`src/rtl/wb_port_arbiter_pkg.sv`:
```
// Shared CPU write-back types: register/data widths and the {rd, data} result record
// carried by the MDU and buffered in the write-port FIFO.
package wb_port_arbiter_pkg;
   localparam int REG_ADDR_W = 5;
   localparam int DATA_W     = 32;
   localparam logic [REG_ADDR_W-1:0] REG_ZERO = 5'd0;

   typedef struct packed {
      logic [REG_ADDR_W-1:0] rd;
      logic [DATA_W-1:0]     data;
   } wb_req_t;

   function automatic logic [31:0] reg_onehot(input logic [REG_ADDR_W-1:0] rd);
      return 32'd1 << rd;
   endfunction
endpackage

```
`src/rtl/wb_req_fifo.sv`:
```
// Small FIFO of pending MDU write-back results; exposes per-slot valid bits and
// destination registers so the arbiter can build the interlock mask.
module wb_req_fifo
   import wb_port_arbiter_pkg::*;
#(
   parameter int DEPTH = 2
) (
   input  logic                                 clk,
   input  logic                                 rst,
   input  logic                                 push,
   input  wb_req_t                              req,
   input  logic                                 pop,
   output logic                                 full,
   output logic                                 empty,
   output wb_req_t                              head,
   output logic [DEPTH-1:0]                     ent_vld,
   output logic [DEPTH-1:0][REG_ADDR_W-1:0]     ent_rd
);
   localparam int PTR_W = $clog2(DEPTH);

   wb_req_t [DEPTH-1:0] mem;
   logic [PTR_W-1:0]    wr_ptr, rd_ptr;
   logic [PTR_W:0]      count;

   // Pointers are log2(DEPTH) wide, so they wrap modulo DEPTH on their own.
   always_ff @(posedge clk or posedge rst) begin
      if (rst) begin
         wr_ptr  <= '0;
         rd_ptr  <= '0;
         count   <= '0;
         ent_vld <= '0;
      end else begin
         if (pop) begin
            rd_ptr          <= rd_ptr + PTR_W'(1);
            ent_vld[rd_ptr] <= 1'b0;
         end
         if (push) begin
            wr_ptr          <= wr_ptr + PTR_W'(1);
            ent_vld[wr_ptr] <= 1'b1;
         end
         count <= count + (PTR_W+1)'(push) - (PTR_W+1)'(pop);
      end
   end

   always_ff @(posedge clk) begin
      if (push) mem[wr_ptr] <= req;
   end

   always_comb begin
      for (int i = 0; i < DEPTH; i++) ent_rd[i] = mem[i].rd;
   end

   assign head  = mem[rd_ptr];
   assign full  = (count == (PTR_W+1)'(DEPTH));
   assign empty = (count == '0);
endmodule

```
`src/rtl/wb_port_arbiter.sv`:
```
// Register-file write-port arbiter: pipeline writes win outright, buffered MDU results
// drain into idle cycles, and a starved FIFO requests a pipeline bubble.
module wb_port_arbiter
   import wb_port_arbiter_pkg::*;
#(
   parameter int DEPTH        = 2,
   parameter int STARVE_LIMIT = 4
) (
   input  logic        clk,
   input  logic        rst,
   input  logic        pipe_wen,
   input  logic [4:0]  pipe_rd,
   input  logic [31:0] pipe_data,
   input  logic        mdu_valid,
   input  logic [4:0]  mdu_rd,
   input  logic [31:0] mdu_data,
   output logic        mdu_ready,
   output logic        rf_wen,
   output logic [4:0]  rf_waddr,
   output logic [31:0] rf_wdata,
   output logic [31:0] pend_mask,
   output logic        stall_req
);
   localparam int CNT_W = $clog2(STARVE_LIMIT + 1);
   localparam logic [CNT_W-1:0] LIMIT = CNT_W'(STARVE_LIMIT);

   logic                             full, empty, pipe_act, drain, push;
   wb_req_t                          head;
   logic [DEPTH-1:0]                 ent_vld;
   logic [DEPTH-1:0][REG_ADDR_W-1:0] ent_rd;
   logic [CNT_W-1:0]                 wait_cnt;

   assign pipe_act = pipe_wen && (pipe_rd != REG_ZERO);
   assign drain    = !rst && !pipe_act && !empty;
   // r0 results are acknowledged to the MDU but never stored.
   assign push     = !rst && mdu_valid && !full && (mdu_rd != REG_ZERO);

   wb_req_fifo #(.DEPTH(DEPTH)) u_fifo (
      .clk     (clk),
      .rst     (rst),
      .push    (push),
      .req     ('{rd: mdu_rd, data: mdu_data}),
      .pop     (drain),
      .full    (full),
      .empty   (empty),
      .head    (head),
      .ent_vld (ent_vld),
      .ent_rd  (ent_rd)
   );

   always_ff @(posedge clk or posedge rst) begin
      if (rst)                  wait_cnt <= '0;
      else if (drain || empty)  wait_cnt <= '0;
      else if (wait_cnt != LIMIT) wait_cnt <= wait_cnt + CNT_W'(1);
   end

   always_comb begin
      rf_wen   = 1'b0;
      rf_waddr = REG_ZERO;
      rf_wdata = '0;
      if (!rst) begin
         if (pipe_act) begin
            rf_wen   = 1'b1;
            rf_waddr = pipe_rd;
            rf_wdata = pipe_data;
         end else if (!empty) begin
            rf_wen   = 1'b1;
            rf_waddr = head.rd;
            rf_wdata = head.data;
         end
      end
   end

   always_comb begin
      pend_mask = '0;
      for (int i = 0; i < DEPTH; i++)
         if (ent_vld[i]) pend_mask = pend_mask | reg_onehot(ent_rd[i]);
   end

   assign mdu_ready = !rst && !full;
   assign stall_req = (wait_cnt == LIMIT);
endmodule

```
`config.mk`:
```
export PLATFORM = sky130hd
export DESIGN_NAME = wb_port_arbiter
export DESIGN_NICKNAME = d
export VERILOG_FILES = /design/src/rtl/wb_port_arbiter_pkg.sv /design/src/rtl/wb_req_fifo.sv /design/src/rtl/wb_port_arbiter.sv
export SDC_FILE = /design/constraint.sdc
export NUM_CORES = 1
export LEC_CHECK = 0
export CORE_ASPECT_RATIO = 1.5
export CORE_MARGIN = 3
export CORE_UTILIZATION = 32
export CTS_BUF_LIST = sky130_fd_sc_hd__clkbuf_4 sky130_fd_sc_hd__clkbuf_8 sky130_fd_sc_hd__clkbuf_16
export CTS_CLUSTER_SIZE = 24
export DETAILED_ROUTE_END_ITERATION = 8
export GPL_TIMING_DRIVEN = 0
export PLACE_DENSITY = 0.58
export SLEW_MARGIN = 15
export SYNTH_ARGS = -nofsm -noshare
export SYNTH_HDL_FRONTEND = slang
export SYNTH_SLANG_ARGS = --single-unit
```
`constraint.sdc`:
```
create_clock -name clk -period 3.25 [get_ports clk]
set_input_delay 0.325 -clock clk [delete_from_list [all_inputs] [get_ports clk]]
set_output_delay 0.325 -clock clk [all_outputs]
set_load 0.02 [all_outputs]
```
Yosys cells after proc, flatten, opt, wreduce, memory -nomap -nowiden
Cells that the tools add are included.

word-level totals
  register bits after elaboration = 83
  input bits = 78
  logic and storage cells = 69

cells by class
  add/subtract/negate cells = 5
  magnitude comparators = 4
  equal/unequal tests = 3
  shift-type cells = 2
  multiplexer cells = 24
  bitwise logic cells = 4
  reductions and logical operators = 18

operators with widths
  kind                    number
  $mux W32                5
  $mux W37                3
  $bwmux W74              1
  $shl A1 B5 Y32 const A  2
  $demux W37 S1           1
  $or A32 B32 Y32         1
  $mux W5                 3
  $reduce_bool A5 Y1      2
  $logic_and A1 B1 Y1     9
  $mux W3                 2
  $mux W1                 5
  $logic_not A1 Y1        4
  $lt A1 B2 Y1 const B    2
  $mux W2                 2
  $add A3 B1 Y3 const B   1
  $eq A3 B3 Y1 const B    1
  $ne A3 B3 Y1 const B    1
  $add A1 B1 Y1 const B   2
  $add A2 B1 Y2           1
  $and A2 B2 Y2           1
  $demux W1 S1            2
  $eq A2 B2 Y1 const B    1
  $ge A1 B1 Y1 const B    2
  $logic_not A2 Y1        1
  5 further kinds         5

Depth between registers and ports, before layout
  word-level depth = 9
  mapped depth = 7
  depth with buffers taken out = 6

Cells and area by module
Synthesis repeated with hierarchy kept, for this count alone.

second synthesis, totals
  cell total of the unflattened synthesis = 469
  area total of the unflattened synthesis = 5223.8 µm²

modules (own cells, without submodules)
  module           times used  cells each  area each (µm²)  sequential area each (µm²)
  wb_req_fifo      1           148         3027.9           2372.3
  wb_port_arbiter  1           321         2195.9           75.1

Least setup slack after synthesis
OpenSTA, ideal clock, no wires.

  path kind = reg-to-reg
  from = reg u_fifo.count[1]
  to = reg u_fifo.mem, in the netlist u_fifo.ent_rd[0] (enable)
  setup time = 0.398 ns
  data arrival time = 2.121 ns
  required time = 2.852 ns
  path slack = 0.731 ns
  cell stages (with the launch flop) = 5
  buffers on the path = 0
  clock period less this slack = 2.519 ns
  cell sequence = dfrtp_1 -> nor2b_1 -> nor2_1 -> o211a_2 -> and2_1

on the way
  cells in the longest elaborated chain, start to end = 4

RTL lines
  what                              RTL line               RTL
  start, declared                   wb_req_fifo.sv:23      logic [PTR_W:0] count;
  start signal, assigned            wb_req_fifo.sv:41      count <= count + (PTR_W+1)'(push) - (PTR_W+1)'(pop);
  $eq A2 B2 Y1                      wb_req_fifo.sv:54      assign full = (count == (PTR_W+1)'(DEPTH));
  $logic_not A1 Y1                  wb_port_arbiter.sv:36  assign push = !rst && mdu_valid && !full && (mdu_rd != REG_ZERO);
  $logic_and A1 B1 Y1 (2 in a row)  wb_port_arbiter.sv:36
  via push                          wb_port_arbiter.sv:27  logic full, empty, pipe_act, drain, push;
  end signal, assigned by index     wb_req_fifo.sv:46      if (push) mem[wr_ptr] <= req;
  end, declared                     wb_req_fifo.sv:21      wb_req_t [DEPTH-1:0] mem;

The timed path passes the listed nets, and every way through them passes these cells.
A chain may end at the register's enable or synchronous reset.

Worst setup path after layout
  from = in rst
  to = out rf_wdata[20]

on the way
  cells in the longest elaborated chain, start to end = 1

RTL lines
  what             RTL line               RTL
  start, declared  wb_port_arbiter.sv:10  input logic rst,
  $mux W32         wb_port_arbiter.sv:61  if (!rst) begin
  end, declared    wb_port_arbiter.sv:20  output logic [31:0] rf_wdata,

No other way between the ends.

==> implementation parameters <==
Parameter                              Value

GRT
  Total global-route track usage    0.173
  Overflow left after global routing    0
  Wire length of the first global-routing pass    19,600 µm
  Largest net degree at the start of global routing    25
  Number of global-route vias before repair    3,684
  Antenna violations before repair    0

Timing
  Worst slew pin tran    0.871 ns
  Final critical path time including I/O delays and setup    3.08 ns
  Unrepaired setup endpoints after global routing    false
  Remaining max-slew budget at the tightest pin    0.419
  Post-route fraction of the period consumed by the critical path    0.946
  Total negative setup slack    0 ns
  Pins over their slew limit    0
  Max Clk Rate    325 MHz
  Final setup violating endpoints    0
  Fin Clk Skew    0.00407 ns
  Total count of hold-check failures in the final report    0

Clocking
  TritonCTS clock tree    built
  # resized after CTS    0
  Number of H-tree branching levels    3
  CTS Sinks    83
  Clock-pin slew on the worst setup and hold paths    0.06 ns
  Clock buffer count from CTS    9
  Post-CTS setup buffers    0
  Cts hold-fix bufs    0
  Maximum clock path buffer count    2
  Clock Latency Late Sink    0.33 ns
  Clock root buffer    clkbuf_16

Route
  DRC violation total after the first TritonRoute iteration    181
  Post-route antenna net violation count    0
  Overall routed net length    12,700 µm
  Final routed wire length divided by cell count    19.6 µm
  Number of remaining DRC errors    0
  Total iterations of the first detailed-routing run    7
  Vias after detailed routing    3,433
  Via count normalized by instance count    5.28

Floorplan
  Initial Utilization    0.330
  Ports placed on the boundary    150
  Area of the core region    0.0131 mm²
  Number of core rows    51
  Die height    148 µm
  DIE WIDTH    101 µm
  Die Outline Area    0.0149 mm²

Synthesis
  Gate Count Post-Synth    325
  Combined area of all synthesized cells    0.00432 mm²
  Main area contributors after synthesis    edfxtp_1 (51%), mux2i_1 (8.8%), nor3_2 (8.4%), a31o_1 (7.3%), dfrtp_1 (5.2%)
  Sequential cell area fraction in the yosys report    0.567
  Synthesized netlist net count    406
  Syn_area_per_cell    13.3 µm²
  Count of synthesis-stage warnings from yosys    0
  Post-synthesis cell type count    37
  Top cell type's share of synthesized area    0.515
  Number of flip-flops and latches in the synthesized netlist    83
  Library cell with the largest summed area after synthesis    edfxtp_1

Power
  Pwr Density    604 mW/mm²
  Leak Pwr    2.11 nW
  Peak supply drop    0.000286 V

Place
  Port Buffer Count    149
  Placed cell area    0.00605 mm²
  Placer's final routability congestion estimate    0.837
  Detailed placement HPWL    9850 µm

Status
  Outcome    finished clean

Layout
  Share of final-layout standard cells stronger than drive strength 1    0.151
  Top library cells by usage in the layout, fill and taps aside    clkdlybuf4s50_1 (149), edfxtp_1 (74), mux2i_1 (38), nor3_2 (36), a31o_1 (36)
  Post-route cell area    0.00634 mm²
  Antenna diodes    0
  Synthesis-to-layout area growth    46.8%
  Most common cell after layout, fill and taps aside    clkdlybuf4s50_1
  Total number of nets in the final design    568

Worst setup path
  Worst-path maximum fanout    10
  Crit path DAT    2.75 ns
  Critical path capture point type    primary output
  Crit path required time    2.92 ns
  Worst setup SP type    input pin
  Worst Path Class, Setup    input pin to primary output

Min path
  Worst hold path class    register to register

Run
  Max-cap check violation count    0
[sequential cells by signal (all words and copies together), names as in the netlist]
name            cells
u_fifo.wr_ptr       1
u_fifo.ent_rd      10
u_fifo.mem         64
u_fifo.count        2
u_fifo.rd_ptr       1
wait_cnt            3
u_fifo.ent_vld      2
[area by class of cell]
type,count,area [µm²]
inverters,5,18.8
flip-flops and latches,83,2450
repair buffers,151,1530
multi-input cells,211,1710
clock inverters,5,55.1
plain buffers,26,145
clock buffers,10,233
well taps,159,199
fillers,1185,6750
[critical path, stage by stage]
cell	delay [ns]
clkdlybuf4s50_1	0.54
inv_2	0.12
clkbuf_1	0.48
clkbuf_1	0.46
a31o_1	0.22
clkdlybuf4s50_1	0.60
[worst paths after layout]
check / slack [ns] / end / depth (start not counted) / startpoint
min in group asynchronous: 0.77 / u_fifo.count[1] / 3 / rst
worst min register to register: 0.53 / u_fifo.ent_vld[1] / 1 / u_fifo.wr_ptr
worst min-delay path: 0.53 / u_fifo.ent_vld[1] / 1 / u_fifo.wr_ptr
max in group asynchronous: 1.95 / u_fifo.ent_vld[0] / 3 / rst
worst max register to register: 1.11 / u_fifo.mem[2] / 5 / u_fifo.count[1]
worst max-delay path: 0.17 / rf_wdata[20] / 6 / rst
[where the power goes]
part	total (mW)	internal (mW)	switching [mW]
Sequential	1.43	1.34	0.0873
Clock	0.981	0.596	0.385
Combinational	1.42	0.644	0.777
[stage by stage]
stage	hold slack (ns)	worst slack [ns]	util	std cells	power (mW)
global placement	0.496	-0.165	0.459	633	2.85
detailed placement	0.516	0.112	0.462	635	2.89
floorplan	0.375	0.731	-	325	2.33
CTS	0.530	0.110	0.484	650	3.88
finish	0.528	0.174	0.484	650	3.83
global route	0.570	0.0223	0.484	650	4.03
[synthesized netlist by cell type]
cell	instances
edfxtp_1	74
inv_1	4
or3_1	2
a31o_1	36
a31o_2	1
nand4_1	2
nor3_2	36
o21ai_0	1
ha_1	3
or2_2	3
a22o_1	2
nand3_1	6
o211a_2	1
clkbuf_1	15
buf_6	5
inv_2	1
or4_1	1
nor3_1	5
mux2i_1	38
nor2b_1	5
o31a_1	1
buf_4	1
o31ai_2	1
or3b_1	1
nand2_1	8
o21ai_1	2
nor2_4	1
and2_1	2
nand3b_1	1
nand4b_1	2
dfrtp_1	9
o22ai_1	32
nand2b_1	9
buf_2	5
mux2_2	1
nor2_1	5
xnor2_1	3
[layer usage]
metal  routed length, µm  up-vias  global-route usage
li1                    -     1613                   -
met1                4430     1664               0.182
met2                7440      132               0.337
met3                 621       24              0.0263
met4                 259        0              0.0614
met5                   0        -                   0
[logic make-up (layout without fill, tap and decap cells)]
kind of cell	count (synthesis)	count (layout)	share of synthesized area
DFF	83	83	0.567
AOI/OAI and AO/OA	77	77	0.136
muxes	39	39	0.0907
adders and majority gates	3	3	0.00870
xor gates and xnor gates	3	3	0.00609
and+or+nand+nor	89	89	0.153
buffers and inverters	31	197	0.0380
Power figures use the tool's default switching activity.
